$ cat src/rtl/vram_arbiter_if.sv
// ----------------------------------------------------------------------------
// vram_arbiter_if
// Bundles every signal of the VRAM arbiter except clock and reset.
//   Scanout side : disp_req, disp_addr -> disp_data, disp_valid
//   Host side    : host_valid, host_we, host_addr, host_wdata -> host_ready,
//                  host_rdata, host_rvalid
//   RAM side     : mem_addr, mem_we, mem_wdata (registered) <- mem_rdata
//   Status       : stat_clr -> host_starved, stat_wait
// Modports:
//   slave  - the arbiter (consumes requests, drives RAM and results)
//   master - the environment (scanout, host, RAM model)
// ----------------------------------------------------------------------------
interface vram_arbiter_if #(
    parameter int ADDR_W = 16,
    parameter int DATA_W = 8
);
    logic              disp_req;
    logic [ADDR_W-1:0] disp_addr;
    logic [DATA_W-1:0] disp_data;
    logic              disp_valid;

    logic              host_valid;
    logic              host_ready;
    logic              host_we;
    logic [ADDR_W-1:0] host_addr;
    logic [DATA_W-1:0] host_wdata;
    logic [DATA_W-1:0] host_rdata;
    logic              host_rvalid;

    logic [ADDR_W-1:0] mem_addr;
    logic              mem_we;
    logic [DATA_W-1:0] mem_wdata;
    logic [DATA_W-1:0] mem_rdata;

    logic              host_starved;
    logic              stat_clr;
    logic [15:0]       stat_wait;

    modport slave (
        input  disp_req, disp_addr, host_valid, host_we, host_addr,
               host_wdata, mem_rdata, stat_clr,
        output disp_data, disp_valid, host_ready, host_rdata, host_rvalid,
               mem_addr, mem_we, mem_wdata, host_starved, stat_wait
    );

    modport master (
        output disp_req, disp_addr, host_valid, host_we, host_addr,
               host_wdata, mem_rdata, stat_clr,
        input  disp_data, disp_valid, host_ready, host_rdata, host_rvalid,
               mem_addr, mem_we, mem_wdata, host_starved, stat_wait
    );
endinterface

$ cat src/rtl/vram_arbiter.sv
// ----------------------------------------------------------------------------
// vram_arbiter
// Shares one single-port synchronous video RAM between display scanout and a
// host port. Scanout always wins; the host is accepted only in cycles with no
// scanout request. Both read paths have a fixed 3-cycle latency:
//   N   : request sampled
//   N+1 : mem_addr/mem_we presented (registered)
//   N+2 : RAM returns mem_rdata
//   N+3 : disp_data/host_rdata registered with their valid
// A two-stage owner tag follows each RAM access so returned data lands on the
// correct port.
// Ports:
//   clk_pixel - pixel clock, all logic on rising edge
//   reset     - asynchronous active-high reset
//   bus       - vram_arbiter_if.slave (scanout, host, RAM and status signals)
// Parameters:
//   ADDR_W, DATA_W - RAM address/word widths (must match the interface)
//   STARVE_LIMIT   - host wait cycles before host_starved (1..255)
// ----------------------------------------------------------------------------
module vram_arbiter #(
    parameter int ADDR_W       = 16,
    parameter int DATA_W       = 8,
    parameter int STARVE_LIMIT = 8
) (
    input logic           clk_pixel,
    input logic           reset,
    vram_arbiter_if.slave bus
);

    typedef enum logic [1:0] {
        TAG_NONE = 2'd0,
        TAG_DISP = 2'd1,
        TAG_HOST = 2'd2
    } tag_t;

    localparam logic [7:0] LIMIT = 8'(STARVE_LIMIT);

    // Registered state
    logic [ADDR_W-1:0] mem_addr_reg,   mem_addr_next;
    logic              mem_we_reg,     mem_we_next;
    logic [DATA_W-1:0] mem_wdata_reg,  mem_wdata_next;
    tag_t              tag_s1_reg,     tag_s1_next;
    tag_t              tag_s2_reg;
    logic [DATA_W-1:0] disp_data_reg,  disp_data_next;
    logic              disp_valid_reg, disp_valid_next;
    logic [DATA_W-1:0] host_rdata_reg, host_rdata_next;
    logic              host_rvalid_reg, host_rvalid_next;
    logic [7:0]        wait_cnt_reg,   wait_cnt_next;
    logic              starved_reg,    starved_next;
    logic [15:0]       stat_wait_reg,  stat_wait_next;

    logic host_accept;
    logic host_wait;

    // Display has absolute priority, so the host is ready exactly when the
    // scanout is idle. This stays combinational even during reset.
    assign bus.host_ready = !bus.disp_req;
    assign host_accept    = bus.host_valid && !bus.disp_req;
    assign host_wait      = bus.host_valid && bus.disp_req;

    // RAM request stage
    always_comb begin
        mem_addr_next  = mem_addr_reg;
        mem_wdata_next = mem_wdata_reg;
        mem_we_next    = 1'b0;
        tag_s1_next    = TAG_NONE;
        if (bus.disp_req) begin
            mem_addr_next = bus.disp_addr;
            tag_s1_next   = TAG_DISP;
        end else if (host_accept) begin
            mem_addr_next = bus.host_addr;
            if (bus.host_we) begin
                mem_we_next    = 1'b1;
                mem_wdata_next = bus.host_wdata;
            end else begin
                tag_s1_next = TAG_HOST;
            end
        end
    end

    // Return routing: tag_s2 lines up with mem_rdata from the RAM. Data
    // registers only load for their own owner, so they hold otherwise.
    always_comb begin
        disp_data_next   = disp_data_reg;
        host_rdata_next  = host_rdata_reg;
        disp_valid_next  = 1'b0;
        host_rvalid_next = 1'b0;
        case (tag_s2_reg)
            TAG_DISP: begin
                disp_valid_next = 1'b1;
                disp_data_next  = bus.mem_rdata;
            end
            TAG_HOST: begin
                host_rvalid_next = 1'b1;
                host_rdata_next  = bus.mem_rdata;
            end
            default: ;
        endcase
    end

    // Starvation and statistics
    always_comb begin
        wait_cnt_next = 8'd0;
        if (host_wait) begin
            wait_cnt_next = (wait_cnt_reg == LIMIT) ? wait_cnt_reg
                                                    : wait_cnt_reg + 8'd1;
        end

        // Flag goes high the cycle after the counter sits at the limit while
        // the host is still waiting, and drops the cycle after the host is
        // accepted or withdraws.
        starved_next = host_wait && (wait_cnt_reg == LIMIT);

        stat_wait_next = stat_wait_reg;
        if (bus.stat_clr) begin
            stat_wait_next = 16'd0;
        end else if (host_wait && (stat_wait_reg != 16'hFFFF)) begin
            stat_wait_next = stat_wait_reg + 16'd1;
        end
    end

    always_ff @(posedge clk_pixel or posedge reset) begin
        if (reset) begin
            mem_addr_reg    <= '0;
            mem_we_reg      <= 1'b0;
            mem_wdata_reg   <= '0;
            tag_s1_reg      <= TAG_NONE;
            tag_s2_reg      <= TAG_NONE;
            disp_data_reg   <= '0;
            disp_valid_reg  <= 1'b0;
            host_rdata_reg  <= '0;
            host_rvalid_reg <= 1'b0;
            wait_cnt_reg    <= 8'd0;
            starved_reg     <= 1'b0;
            stat_wait_reg   <= 16'd0;
        end else begin
            mem_addr_reg    <= mem_addr_next;
            mem_we_reg      <= mem_we_next;
            mem_wdata_reg   <= mem_wdata_next;
            tag_s1_reg      <= tag_s1_next;
            tag_s2_reg      <= tag_s1_reg;
            disp_data_reg   <= disp_data_next;
            disp_valid_reg  <= disp_valid_next;
            host_rdata_reg  <= host_rdata_next;
            host_rvalid_reg <= host_rvalid_next;
            wait_cnt_reg    <= wait_cnt_next;
            starved_reg     <= starved_next;
            stat_wait_reg   <= stat_wait_next;
        end
    end

    assign bus.mem_addr     = mem_addr_reg;
    assign bus.mem_we       = mem_we_reg;
    assign bus.mem_wdata    = mem_wdata_reg;
    assign bus.disp_data    = disp_data_reg;
    assign bus.disp_valid   = disp_valid_reg;
    assign bus.host_rdata   = host_rdata_reg;
    assign bus.host_rvalid  = host_rvalid_reg;
    assign bus.host_starved = starved_reg;
    assign bus.stat_wait    = stat_wait_reg;

endmodule

$ cat src/flat_wrapper.sv
// flat-port wrapper written by rule: the top's interface ports become plain ports
module vram_arbiter_flat 
#(
    parameter int ADDR_W       = 16,
    parameter int DATA_W       = 8,
    parameter int STARVE_LIMIT = 8
)
  (clk_pixel, reset, bus_disp_req, bus_disp_addr, bus_host_valid, bus_host_we, bus_host_addr, bus_host_wdata, bus_mem_rdata, bus_stat_clr, bus_disp_data, bus_disp_valid, bus_host_ready, bus_host_rdata, bus_host_rvalid, bus_mem_addr, bus_mem_we, bus_mem_wdata, bus_host_starved, bus_stat_wait);
  vram_arbiter_if #(.ADDR_W(ADDR_W), .DATA_W(DATA_W)) bus_i ();
  input logic clk_pixel;
  input logic reset;
  input wire logic [$bits(bus_i.disp_req)-1:0] bus_disp_req;
  input wire logic [$bits(bus_i.disp_addr)-1:0] bus_disp_addr;
  input wire logic [$bits(bus_i.host_valid)-1:0] bus_host_valid;
  input wire logic [$bits(bus_i.host_we)-1:0] bus_host_we;
  input wire logic [$bits(bus_i.host_addr)-1:0] bus_host_addr;
  input wire logic [$bits(bus_i.host_wdata)-1:0] bus_host_wdata;
  input wire logic [$bits(bus_i.mem_rdata)-1:0] bus_mem_rdata;
  input wire logic [$bits(bus_i.stat_clr)-1:0] bus_stat_clr;
  output wire logic [$bits(bus_i.disp_data)-1:0] bus_disp_data;
  output wire logic [$bits(bus_i.disp_valid)-1:0] bus_disp_valid;
  output wire logic [$bits(bus_i.host_ready)-1:0] bus_host_ready;
  output wire logic [$bits(bus_i.host_rdata)-1:0] bus_host_rdata;
  output wire logic [$bits(bus_i.host_rvalid)-1:0] bus_host_rvalid;
  output wire logic [$bits(bus_i.mem_addr)-1:0] bus_mem_addr;
  output wire logic [$bits(bus_i.mem_we)-1:0] bus_mem_we;
  output wire logic [$bits(bus_i.mem_wdata)-1:0] bus_mem_wdata;
  output wire logic [$bits(bus_i.host_starved)-1:0] bus_host_starved;
  output wire logic [$bits(bus_i.stat_wait)-1:0] bus_stat_wait;
  assign bus_i.disp_req = bus_disp_req;
  assign bus_i.disp_addr = bus_disp_addr;
  assign bus_i.host_valid = bus_host_valid;
  assign bus_i.host_we = bus_host_we;
  assign bus_i.host_addr = bus_host_addr;
  assign bus_i.host_wdata = bus_host_wdata;
  assign bus_i.mem_rdata = bus_mem_rdata;
  assign bus_i.stat_clr = bus_stat_clr;
  assign bus_disp_data = bus_i.disp_data;
  assign bus_disp_valid = bus_i.disp_valid;
  assign bus_host_ready = bus_i.host_ready;
  assign bus_host_rdata = bus_i.host_rdata;
  assign bus_host_rvalid = bus_i.host_rvalid;
  assign bus_mem_addr = bus_i.mem_addr;
  assign bus_mem_we = bus_i.mem_we;
  assign bus_mem_wdata = bus_i.mem_wdata;
  assign bus_host_starved = bus_i.host_starved;
  assign bus_stat_wait = bus_i.stat_wait;
  vram_arbiter #(.ADDR_W(ADDR_W), .DATA_W(DATA_W), .STARVE_LIMIT(STARVE_LIMIT)) u_core (.clk_pixel(clk_pixel), .reset(reset), .bus(bus_i));
endmodule
$ cat config.mk
export PLATFORM = sky130hd
export DESIGN_NAME = vram_arbiter_flat
export DESIGN_NICKNAME = d
export VERILOG_FILES = /design/src/rtl/vram_arbiter_if.sv /design/src/rtl/vram_arbiter.sv /design/src/flat_wrapper.sv
export SDC_FILE = /design/constraint.sdc
export NUM_CORES = 1
export LEC_CHECK = 0
export ABC_AREA = 0
export BUFFER_PORTS_ARGS = -buffer_cell sky130_fd_sc_hd__buf_2
export CAP_MARGIN = 5
export CORE_MARGIN = 3
export CORE_UTILIZATION = 49
export CTS_CLUSTER_DIAMETER = 150
export DETAILED_ROUTE_END_ITERATION = 12
export GPL_TIMING_DRIVEN = 0
export PLACE_DENSITY = 0.89
export SLEW_MARGIN = 40
export SYNTH_ARGS = -nofsm -noshare
export SYNTH_HDL_FRONTEND = slang
export SYNTH_SLANG_ARGS = --single-unit
$ cat constraint.sdc
create_clock -name clk_pixel -period 3.14 [get_ports clk_pixel]
set_input_delay 0.628 -clock clk_pixel [delete_from_list [all_inputs] [get_ports clk_pixel]]
set_output_delay 0.628 -clock clk_pixel [all_outputs]
set_load 0.02 [all_outputs]
==> summary.md <==
| Metric | Value |
|---|---|
| Outcome | `finished clean` |
| Number of max-capacitance violations reported | `0` |
| Routed via count | `2630` |
| Max-slew violation total from the final report | `0` |
| Num Clock Sinks | `72` |
| Worst R2R Setup Slack | `1.20 ns` |
| Dpl hpwl | `5860 um` |
| TritonCTS clock tree | `done` |
| Slew at the pin closest to its max-slew limit | `0.543 ns` |
| Normalized max-slew margin | `0.635` |
| Drc violations | `0` |
| Highest attainable clock frequency | `515 MHz` |
| Maximum number of buffers from clock root to sink | `2` |
| Number of enable-type register cells in the synthesized netlist | `0` |
| Number of antenna violations at the first check in global routing | `0` |
| Clk slew on worst S/H paths | `0.08 ns` |
| Share of the clock period used by the worst path after layout | `0.618` |
| Via count of the first global-routing pass | `2650` |
| Final core utilization | `0.668` |
| Worst-skew pair later-pin latency | `0.35 ns` |
| Cell variety after synth | `42` |
| Maximum fanout along the worst path | `8` |
| Clock period minus worst slack | `1.94 ns` |
| Die width | `87.1 um` |
| Type of the worst setup path | `reg -> reg` |
| Fraction of synthesis flops using an asynchronous set or reset pin | `1.00` |
| CP endpoint kind | `flip-flop` |
| Routability cong. | `0.857` |
| Setup TNS Final | `0 ns` |
| Synth top area share | `0.559` |
| CP required | `3.41 ns` |
| Hold buffers post-CTS | `0` |
| Arrival time at the worst endpoint | `2.21 ns` |
| Setup fix buffers added after clock tree synthesis | `0` |
| Area contributors post-synth | `sky130_fd_sc_hd__dfrtp_1 (56%), sky130_fd_sc_hd__mux2_2 (8.4%), sky130_fd_sc_hd__mux2i_1 (5.6%)` |
| Post-Route Hold Slack | `0.251 ns` |
| Number of warnings printed during yosys synthesis | `0` |
| First-pass GRT wire length | `12800 um` |
| Post-Synthesis Mean Instance Area | `11.6 um^2` |
| Top FF cell, synth | `sky130_fd_sc_hd__dfrtp_1` |
| Quantity of I/O buffers inserted on ports | `114` |
| Maximum clock skew at final layout | `0.00710 ns` |
| Areal power density over the cells | `509 nW/um^2` |
| Count of H-tree levels built during CTS | `3` |
| Die footprint | `7590 um^2` |
| I/O pin count | `115` |
| Avg Vias per Cell | `5.45` |
| DRT antenna net count | `0` |
| # diodes | `0` |
| Post-cts gate resize count | `0` |
| Post-synthesis instance area | `3230 um^2` |
| Top cell types by occurrence after synthesis | `sky130_fd_sc_hd__dfrtp_1 (72), sky130_fd_sc_hd__mux2_2 (24), sky130_fd_sc_hd__nand2_1 (24)` |
| Pre-CTS WS | `1.06 ns` |
| Type of the most critical hold path | `in -> async` |
| Maximum number of pins on one net before global-route repair | `39` |
| Pre-Repair DR Iteration Count | `4` |
| Number of buffers inserted during clock tree synthesis | `9` |
| Vertical die dimension | `87.1 um` |
| Syn Inst Count | `277` |
| Setup ws final | `1.20 ns` |
| Average wire length per cell after detail routing | `16.1 um` |
| Initial Util | `0.526` |
| Hold violation total from the final report | `0` |
| Initial drt markers | `91` |
| Aggregate global-route resource usage | `0.219` |
| Worst R2R End | `u_core.bus.stat_wait[10]` |
| # fillers | `469` |
| Static leakage | `2.04 nW` |
| Routed wire length | `7790 um` |
| Remaining global-route overflow | `0` |
| Most common cell in the synthesized netlist | `sky130_fd_sc_hd__dfrtp_1` |
| Root Driver | `sky130_fd_sc_hd__clkbuf_8` |
| Cell row count | `28` |
| Worst Reg2Reg Path Length in Cells | `5` |
| Post-Synthesis Net Count | `334` |
| Core Footprint | `6130 um^2` |
| Final net count | `460` |
| Area growth from synthesis to layout | `27.0%` |
| Sort of element at the start of the critical path | `flip-flop` |
| Peak supply drop | `0.000328 V` |
| Total of endpoints with negative setup slack in the final report | `0` |
| Launching point of the worst reg2reg path | `u_core.bus.stat_wait[0]` |
| Synth Register Bits | `72` |
| Post-synthesis cell type with the largest combined area | `sky130_fd_sc_hd__dfrtp_1` |
| Portion of the post-synthesis area used by sequential elements | `0.559` |
| Fraction of final layout cells sized beyond drive strength 1 | `0.409` |
| Setup repair after global routing missed its margin | `no` |
layer usage:
layer	up-vias	track usage	wire length [um]
met5	-	0	0
met1	1269	0.272	3250
met2	101	0.373	3900
met4	0	0.0976	150
li1	1245	-	-
met3	15	0.0416	495
area by class of cell:
cell class	instances	area (um^2)	area share
buffer	14	81.3	0.0199
clock buffer	10	138	0.0336
clock inverter	6	43.8	0.0107
inverter	10	42.5	0.0104
multi-input combinational	181	1310	0.319
sequential	72	1800	0.440
tap	75	93.8	0.0229
timing repair buffer	115	591	0.144
stage by stage:
step           cells  total power (W)  area, um^2
6_report         483          0.00209        4100
5_1_grt          483          0.00218        4100
4_1_cts          483          0.00210        4100
3_5_place_dp     467          0.00144        3920
3_3_place_gp     466          0.00142        3890
2_1_floorplan    277          0.00128        3230
how the worst max path moves through the flow:
stage	start	to	slack (ns)
3_3_place_gp	reset	u_core.bus.mem_addr[12]	-0.1
6_report	u_core.bus.stat_wait[0]	u_core.bus.stat_wait[10]	1.20
4_1_cts	u_core.bus.stat_wait[0]	u_core.bus.stat_wait[10]	1.21
5_1_grt	u_core.bus.stat_wait[0]	u_core.bus.stat_wait[12]	1.11
2_1_floorplan	reset	u_core.bus.disp_data[0]	0.69
3_5_place_dp	bus_disp_req	u_core.bus.stat_wait[9]	1.06
where the power goes:
part	switching, W	internal, W	leakage (nW)	total, W
clock	0.000359	0.000309	0.0809	0.000668
sequential	0.0000407	0.00101	0.911	0.00105
combinational	0.000223	0.000149	1.05	0.000372
logic make-up after synthesis:
| logic type | count (synthesis) | synth area share |
|---|---|---|
| AO/OA/AOI/OAI | 43 | 0.0784 |
| adder cells (fa/ha/maj) | 3 | 0.0116 |
| flip-flops | 72 | 0.559 |
| buffers and inverters | 24 | 0.0368 |
| XOR/XNOR | 6 | 0.0163 |
| multiplexers | 43 | 0.143 |
| AND/OR/NAND/NOR | 86 | 0.155 |
critical path, cell delays in order (launching register included):
cell and delay [ns]:
sky130_fd_sc_hd__dfrtp_1 0.45, sky130_fd_sc_hd__ha_1 0.24, sky130_fd_sc_hd__nand3_4 0.14, sky130_fd_sc_hd__or4_1 0.53
sky130_fd_sc_hd__or3_1 0.33, sky130_fd_sc_hd__a21oi_1 0.17
cells in the final DEF (no fill, tap or decap), types with 6 or more instances in the layout:
cell,netlist,routed
sky130_fd_sc_hd__mux2_2,24,24
sky130_fd_sc_hd__or3_1,6,6
sky130_fd_sc_hd__clkbuf_1,8,8
sky130_fd_sc_hd__nor2_1,11,11
sky130_fd_sc_hd__inv_1,10,9
sky130_fd_sc_hd__nand2_1,24,24
sky130_fd_sc_hd__dfrtp_1,72,72
sky130_fd_sc_hd__nand3_1,11,11
sky130_fd_sc_hd__buf_2,3,117
sky130_fd_sc_hd__a21oi_1,9,9
sky130_fd_sc_hd__o21ai_0,22,22
sky130_fd_sc_hd__mux2i_1,18,18
sky130_fd_sc_hd__clkbuf_8,1,11
(Power assumes the default switching activity.)
